$ cat src/rtl/store_burst_scheduler.sv
// Splits one vector-store request into 4KB-safe AXI INCR bursts, pairing each AW beat
// with a control record for the store stage, and tracks outstanding B responses.
module store_burst_scheduler #(
  parameter int AxiDataWidth   = 64,
  parameter int AxiAddrWidth   = 32,
  parameter int AxiIdWidth     = 4,
  parameter int LenWidth       = 32,
  parameter int MaxOutstanding = 8
) (
  input  logic                               clk_i,
  input  logic                               rst_i,
  input  logic                               req_valid_i,
  output logic                               req_ready_o,
  input  logic [AxiAddrWidth-1:0]            req_addr_i,
  input  logic [LenWidth-1:0]                req_bytes_i,
  input  logic [AxiIdWidth-1:0]              req_id_i,
  output logic                               aw_valid_o,
  input  logic                               aw_ready_i,
  output logic [AxiAddrWidth-1:0]            aw_addr_o,
  output logic [7:0]                         aw_len_o,
  output logic [2:0]                         aw_size_o,
  output logic [1:0]                         aw_burst_o,
  output logic [AxiIdWidth-1:0]              aw_id_o,
  output logic                               txn_valid_o,
  input  logic                               txn_ready_i,
  output logic [8:0]                         txn_beats_o,
  output logic [$clog2(AxiDataWidth/8)-1:0]  txn_first_off_o,
  output logic [$clog2(AxiDataWidth/8):0]    txn_last_bytes_o,
  input  logic                               b_valid_i,
  output logic                               b_ready_o,
  input  logic [1:0]                         b_resp_i,
  output logic                               done_valid_o,
  input  logic                               done_ready_i,
  output logic                               done_err_o
);

  localparam int BeatBytes = AxiDataWidth / 8;
  localparam int OffW      = $clog2(BeatBytes);
  localparam int CntW      = $clog2(MaxOutstanding + 1);
  localparam int CW        = (LenWidth > 17) ? LenWidth : 17;
  localparam logic [CntW-1:0] MaxCnt = CntW'(MaxOutstanding);

  typedef enum logic [1:0] {IDLE, ISSUE, DRAIN, DONE} state_t;

  state_t                  state, state_nxt;
  logic [AxiAddrWidth-1:0] cur_addr;
  logic [LenWidth-1:0]     rem_bytes;
  logic [AxiIdWidth-1:0]   id;
  logic [CntW-1:0]         outstanding, cnt_nxt;
  logic                    aw_sent, txn_sent, err;

  logic [CW-1:0] off_w, to_4k, max_b, rem_w, bb, end_w, end_m1, beats_w;
  logic [OffW:0] last_bytes;
  logic          is_issue, req_hs, aw_hs, txn_hs, b_hs, burst_cmp, last_burst;

  function automatic logic [CW-1:0] min_u(input logic [CW-1:0] a, input logic [CW-1:0] b);
    return (a < b) ? a : b;
  endfunction

  // Burst geometry: bounded by remaining bytes, the 4KB page and 256 beats
  always_comb begin
    off_w      = CW'(cur_addr[OffW-1:0]);
    to_4k      = CW'(4096) - CW'(cur_addr[11:0]);
    max_b      = CW'(256 * BeatBytes) - off_w;
    rem_w      = CW'(rem_bytes);
    bb         = min_u(rem_w, min_u(to_4k, max_b));
    end_w      = off_w + bb;
    end_m1     = end_w - CW'(1);
    beats_w    = (end_w + CW'(BeatBytes - 1)) >> OffW;
    last_bytes = {1'b0, end_m1[OffW-1:0]} + 1'b1;
  end

  assign is_issue    = (state == ISSUE);
  assign aw_valid_o  = is_issue && !aw_sent && (outstanding < MaxCnt);
  assign txn_valid_o = is_issue && !txn_sent;
  assign b_ready_o   = (outstanding != '0);

  assign req_hs     = req_valid_i && req_ready_o;
  assign aw_hs      = aw_valid_o && aw_ready_i;
  assign txn_hs     = txn_valid_o && txn_ready_i;
  assign b_hs       = b_valid_i && b_ready_o;
  assign burst_cmp  = is_issue && (aw_sent || aw_hs) && (txn_sent || txn_hs);
  assign last_burst = (rem_w == bb);

  // Payloads are zeroed outside ISSUE; within a burst they only depend on held registers
  assign aw_addr_o        = is_issue ? cur_addr : '0;
  assign aw_len_o         = is_issue ? 8'(beats_w - CW'(1)) : '0;
  assign aw_size_o        = 3'(OffW);
  assign aw_burst_o       = 2'b01;
  assign aw_id_o          = is_issue ? id : '0;
  assign txn_beats_o      = is_issue ? 9'(beats_w) : '0;
  assign txn_first_off_o  = is_issue ? cur_addr[OffW-1:0] : '0;
  assign txn_last_bytes_o = is_issue ? last_bytes : '0;
  assign done_err_o       = (state == DONE) && err;

  always_comb begin
    cnt_nxt = outstanding;
    if (aw_hs && !b_hs)
      cnt_nxt = outstanding + 1'b1;
    else if (!aw_hs && b_hs)
      cnt_nxt = outstanding - 1'b1;
  end

  always_ff @(posedge clk_i) begin
    if (rst_i)
      state <= IDLE;
    else
      state <= state_nxt;
  end

  always_comb begin
    state_nxt    = state;
    req_ready_o  = 1'b0;
    done_valid_o = 1'b0;
    case (state)
      IDLE: begin
        req_ready_o = 1'b1;
        if (req_valid_i)
          state_nxt = ISSUE;
      end
      ISSUE: begin
        if (burst_cmp && last_burst)
          state_nxt = (cnt_nxt == '0) ? DONE : DRAIN;
      end
      DRAIN: begin
        if (cnt_nxt == '0)
          state_nxt = DONE;
      end
      DONE: begin
        done_valid_o = 1'b1;
        if (done_ready_i)
          state_nxt = IDLE;
      end
      default: state_nxt = IDLE;
    endcase
  end

  always_ff @(posedge clk_i) begin
    if (rst_i) begin
      outstanding <= '0;
      aw_sent     <= 1'b0;
      txn_sent    <= 1'b0;
      err         <= 1'b0;
    end else begin
      outstanding <= cnt_nxt;
      if (b_hs)
        err <= err | b_resp_i[1];
      if (req_hs) begin
        err      <= 1'b0;
        aw_sent  <= 1'b0;
        txn_sent <= 1'b0;
      end else if (burst_cmp) begin
        aw_sent  <= 1'b0;
        txn_sent <= 1'b0;
      end else begin
        if (aw_hs)
          aw_sent <= 1'b1;
        if (txn_hs)
          txn_sent <= 1'b1;
      end
    end
  end

  always_ff @(posedge clk_i) begin
    if (req_hs) begin
      cur_addr  <= req_addr_i;
      rem_bytes <= req_bytes_i;
      id        <= req_id_i;
    end else if (burst_cmp) begin
      cur_addr  <= cur_addr + AxiAddrWidth'(bb);
      rem_bytes <= rem_bytes - LenWidth'(bb);
    end
  end

endmodule

$ cat config.mk
export PLATFORM = sky130hd
export DESIGN_NAME = store_burst_scheduler
export DESIGN_NICKNAME = d
export VERILOG_FILES = /design/src/rtl/store_burst_scheduler.sv
export SDC_FILE = /design/constraint.sdc
export NUM_CORES = 1
export LEC_CHECK = 0
export CAP_MARGIN = 20
export CELL_PAD_IN_SITES_DETAIL_PLACEMENT = 0
export CELL_PAD_IN_SITES_GLOBAL_PLACEMENT = 1
export CORE_UTILIZATION = 43
export DETAILED_ROUTE_END_ITERATION = 10
export PLACE_DENSITY_LB_ADDON = 0.1
export SLEW_MARGIN = 10
export SYNTH_ARGS = -nofsm -noshare
export SYNTH_HDL_FRONTEND = slang
export SYNTH_SLANG_ARGS = --single-unit
$ cat constraint.sdc
create_clock -name clk_i -period 26.1 [get_ports clk_i]
set_input_delay 5.22 -clock clk_i [delete_from_list [all_inputs] [get_ports clk_i]]
set_output_delay 5.22 -clock clk_i [all_outputs]
set_load 0.02 [all_outputs]
* After elaboration in Yosys (flattened, before gate mapping)
Cells that the tools add are included.
** Operators by class
- Bitwise gates (word level) :: 1
- Order comparisons :: 3
- Reduce and logical (&&, ||, !) cells :: 26
- Eq/ne operators :: 8
- Multiplexer cells :: 22
- Add/subtract/negate cells :: 11
** Operators by type and width (count)
- 32-bit 2-to-1 mux :: 7
- 32-bit < comparator :: 2
- 32-bit adder :: 1
- 32-bit == test :: 1
- 32-bit subtractor :: 1
- 4-bit 2-to-1 mux :: 4
- 13-bit by 12-bit subtractor with 14-bit output, first input constant :: 1
- 1-bit logical AND :: 13
- 12-bit by 3-bit subtractor with 13-bit output, first input constant :: 1
- 12-bit by 3-bit adder with 12-bit output, second input constant :: 1
- 3-bit by 12-bit adder with 12-bit output :: 1
- 9-bit 2-to-1 mux :: 1
- 2-bit 2-to-1 mux :: 4
- 8-bit 2-to-1 mux :: 1
- 2-bit case mux with 4 select lines :: 1
- 8-bit by 1-bit subtractor with 8-bit output, second input constant :: 1
- 2-bit inequality test, second input constant :: 3
- 3-bit by 1-bit adder with 4-bit output, second input constant :: 1
- 4-bit by 1-bit adder with 4-bit output, second input constant :: 1
- 2-bit == test, second input constant :: 2
- 1-bit zero test :: 4
- 4-bit zero test :: 1
- 4-bit < comparator, second input constant :: 1
- 4-bit AND reduction :: 1
- other kinds (13) :: 16
** Storage, ports and cells
- Input port bits :: 77
- Output and inout port bits :: 71
- Logic and storage cells :: 79
- Register bits :: 77

* Depth between registers and ports, before layout
- Depth after elaboration :: 12
- Gate-level depth with buffers :: 36

* Least setup slack after synthesis
Ideal clock, no wire load.
- Kind :: flip-flop to output port
- From :: reg cur_addr[6]
- To :: out aw_len_o[6]
- Required time :: 20880 ps
- Buffers on the path :: 2
- Path slack :: 13445 ps
- Stages on the path, launching flop included :: 33
- Data arrival time :: 7435 ps
- Cell sequence :: edfxtp_1 -> or4_4 -> nor2_1 -> nor4bb_1 -> xnor2_1 -> ha_1 -> o21ai_0 -> nor2_1 -> a211oi_4 -> nand2_1 -> o21bai_1 -> inv_1 -> ha_1 -> a21o_1 -> a211oi_1 -> nand4_2 -> nor3_4 -> buf_4 -> nand2_1 -> o21ai_0 -> ha_1 -> a21o_1 -> a21o_1 -> clkbuf_1 -> nor2_1 -> nor4_1 -> or4_1 -> nand2_1 -> xnor2_1 -> ha_1 -> nand3_1 -> or4_1 -> a21oi_1
** On the way
- Cells in the longest elaborated chain, start to end :: 9
** RTL lines
- from (decl) :: line 46 : logic [AxiAddrWidth-1:0] cur_addr;
- from (signal assigned) :: line 166 : cur_addr <= req_addr_i;
- from (signal assigned) :: line 170 : cur_addr <= cur_addr + AxiAddrWidth'(bb);
- 13-bit by 12-bit subtractor with 14-bit output * :: line 63 : to_4k = CW'(4096) - CW'(cur_addr[11:0]);
- 32-bit < comparator :: line 57 : return (a < b) ? a : b;
- 32-bit 2-to-1 mux * :: line 57
- 32-bit < comparator :: line 57
- 32-bit 2-to-1 mux * :: line 57
- 3-bit by 12-bit adder with 12-bit output * :: line 67 : end_w = off_w + bb;
- 12-bit by 3-bit adder with 12-bit output * :: line 69 : beats_w = (end_w + CW'(BeatBytes - 1)) >> OffW;
- 8-bit by 1-bit subtractor with 8-bit output * :: line 87 : assign aw_len_o = is_issue ? 8'(beats_w - CW'(1)) : '0;
- 8-bit 2-to-1 mux * :: line 87
- to (decl) :: line 20 : output logic [7:0] aw_len_o,
Mark *: on every way between the ends. The rest lies on a longest branch, timed or not.

* Final worst setup path
- From :: reg cur_addr[1]
- To :: out aw_len_o[7]
** On the way
- Cells in the longest elaborated chain, start to end :: 9
- Elaborated cells between the ends (all ways) :: 10
** RTL lines (line)
- 13-bit by 12-bit subtractor with 14-bit output or 12-bit by 3-bit subtractor with 13-bit output (tied branches) :: 63, 64
- 32-bit < comparator :: 57
- 32-bit 2-to-1 mux :: 57
- 32-bit < comparator :: 57
- 32-bit 2-to-1 mux :: 57
- 3-bit by 12-bit adder with 12-bit output * :: 67
- 12-bit by 3-bit adder with 12-bit output * :: 69
- 8-bit by 1-bit subtractor with 8-bit output * :: 87
- 8-bit 2-to-1 mux * :: 87
Marks and branches as above.

==> flow_summary.json <==
{
  "status": "complete, no violations",
  "worst_setup_path_start_kind": "register",
  "min_period_ns": 14.80,
  "cts_tree": "built",
  "wl_um": 19800,
  "synth_seq_cells": 77,
  "synthArstFlopShare_pct": 0,
  "die_h_um": 136,
  "areaGrowthSynthToFinish_pct": 25.7,
  "clk_latency_ns": 0.35,
  "gp_congestion": 0.869,
  "antenna_cells": 0,
  "clock_skew_ns": 0.00675,
  "ys.flop_type": "edfxtp_1",
  "tightest_slew_ns": 0.951,
  "hold_class": "register to register",
  "worstSetupPathType": "register to output pin",
  "synth-warning-count": 0,
  "crit_path_end_kind": "output pin",
  "reg2reg_from": "cur_addr[1]$_DFFE_PP_",
  "io_pins": 148,
  "post_synth.cell_area_avg_um2": 8.41,
  "clk_path_buf_depth": 2,
  "setup_tns_ns": 0,
  "grt_pass1_vias": 6645,
  "finalHoldViolations": 0,
  "root_buffer": "clkbuf_16",
  "drive_gt1_share_pct": 5.26,
  "place_hpwl_um": 14900,
  "drv_slew": 0,
  "wl_per_cell_um": 15.4,
  "ctsHoldBuffers": 0,
  "place_ws_ns": 11.77,
  "ant_nets": 0,
  "crit_top_cell": "nor2_1",
  "row_count": 48,
  "fp.dieW_um": 136,
  "start_util_pct": 44.3,
  "postCtsSetupRepairBufs": 0,
  "grt_max_degree": 80,
  "first_pass_iters": 5,
  "drcViolationCount": 0,
  "drt_iter0_drc": 300,
  "die_area_mm2": 0.0184,
  "final_cell_mix": "141 x clkdlybuf4s50_1, 91 x nor2_1, 90 x nand2_1",
  "setup_violations": 0,
  "port_buffers": 141,
  "vias_per_cell": 5.38,
  "fin_ws_ns": 11.30,
  "timing.fmax_mhz": 67.6,
  "cpPeakStageDelay_ns": 0.57,
  "hold_start": "err$_SDFFE_PP0P_",
  "rsz0062_at_grt": "no",
  "cts_resized": 0,
  "cp.required_ns": 20.88,
  "antenna_found_initial": 0,
  "timing.final.crit_share_pct": 56.7,
  "clock-sinks": 77,
  "ys_seq_area_share_pct": 28.9,
  "path_max_fanout": 13,
  "arrival_ns": 9.58,
  "design.core.area_mm2": 0.0174,
  "relSlewSlack_pct": 36.1,
  "synth_cells": 913,
  "vias": 6934,
  "synth_cell_types": 83,
  "cap_violations": 0,
  "final_common_cell": "clkdlybuf4s50_1",
  "cp-startpoint": "cur_addr[1]$_DFFE_PP_",
  "synth-edff-count": 68,
  "syn_area_mm2": 0.00768,
  "slowest_stage": "or3_1",
  "fin_nets": 1213,
  "gr-total-overflow": 0,
  "grt_pass1_wl_um": 32600,
  "globalRouteTotalUtil_pct": 22.4,
  "cts_buffers": 9,
  "clkTransAtPathRegs_ns": 0.06,
  "htree_levels": 3
}
area by class of cell:
class	count	area (um^2)
sequential	77	2220
multi-input combinational	777	5200
inverter	47	179
tap	225	282
fill	1718	7700
timing repair buffer	148	1460
clock buffer	12	258
clock inverter	4	55.1
flip-flops by register name, indices dropped and copies added, names as in the netlist:
register     count
cur_addr        32
rem_bytes       32
id               4
outstanding      4
state            2
aw_sent          1
err              1
txn_sent         1
critical path: cells and delay by family, from the launching register on:
family,cells,cell delay (ns)
buffers and inverters,2,0.61
XOR/XNOR,3,0.99
multiplexers,1,0.36
adder cells (fa/ha/maj),3,1.11
AND/OR/NAND/NOR,12,3.59
AO/OA/AOI/OAI,9,2.09
flip-flops,1,0.46
per-stage QoR:
stage	utilization (%)	hold slack [ns]	std cells	instance area, um^2
final	55.7	0.515	1290	9660
after global routing	55.7	0.535	1290	9660
after CTS	55.7	0.524	1290	9660
after detailed placement	53.8	0.496	1274	9350
after global placement	53.8	0.477	1274	9350
after floorplan	-	0.459	936	7770
cell usage after synthesis (all sizes together), types with 3 or more instances:
master	count	area, um^2
nand2	92	345
a211o	3	26.3
or4	11	86.3
nor2b	12	75.1
nand2b	8	50.1
xnor2	33	289
nor3	12	82.6
and3	11	73.8
nand3b	5	37.5
inv	47	179
ha	74	926
a21boi	3	26.3
xor2	40	350
nand4	16	113
a2111oi	4	53.8
clkbuf	23	86.3
buf	12	86.3
dfxtp	9	180
edfxtp	68	2040
nor2	92	348
o211ai	4	35.0
a211oi	9	80.1
o21bai	5	37.5
o21a	7	52.6
and2	44	275
mux2i	3	33.8
a31oi	6	37.5
o31ai	15	131
a21oi	65	344
o31a	6	61.3
or3	7	43.8
o21ai	73	369
a21o	20	150
nor4	18	143
nand3	20	105
or2	5	31.3
logic make-up after synthesis:
kind of cell    Yosys count  share of synthesized area, %
compound gates          240                          20.7
xor+xnor                 73                          8.32
fa+ha+maj                76                          12.6
buf+inv                  82                          4.58
flops                    77                          28.9
mux                       4                         0.586
other cells               2                        0.0978
simple gates            359                          24.2
worst paths after layout:
| path | to | slack [ns] | depth (start not counted) |
|---|---|---|---|
| worst max-delay path | aw_len_o[7] | 11.30 | 30 |
| worst max register to register | cur_addr[30]$_DFFE_PP_ | 16.58 | 29 |
| worst min register to register | err$_SDFFE_PP0P_ | 0.52 | 2 |
| worst min-delay path | err$_SDFFE_PP0P_ | 0.52 | 2 |
routing by layer:
metal,up-vias,GRT usage (%),wire length (um)
met3,13,4.04,779
met4,0,4.68,184
met5,-,0,0
li1,3588,-,-
met1,3207,30.0,9600
met2,126,37.6,9260
Power is not shown: default switching activity piles up to over one toggle a cycle in this logic, so the estimate is an artifact.
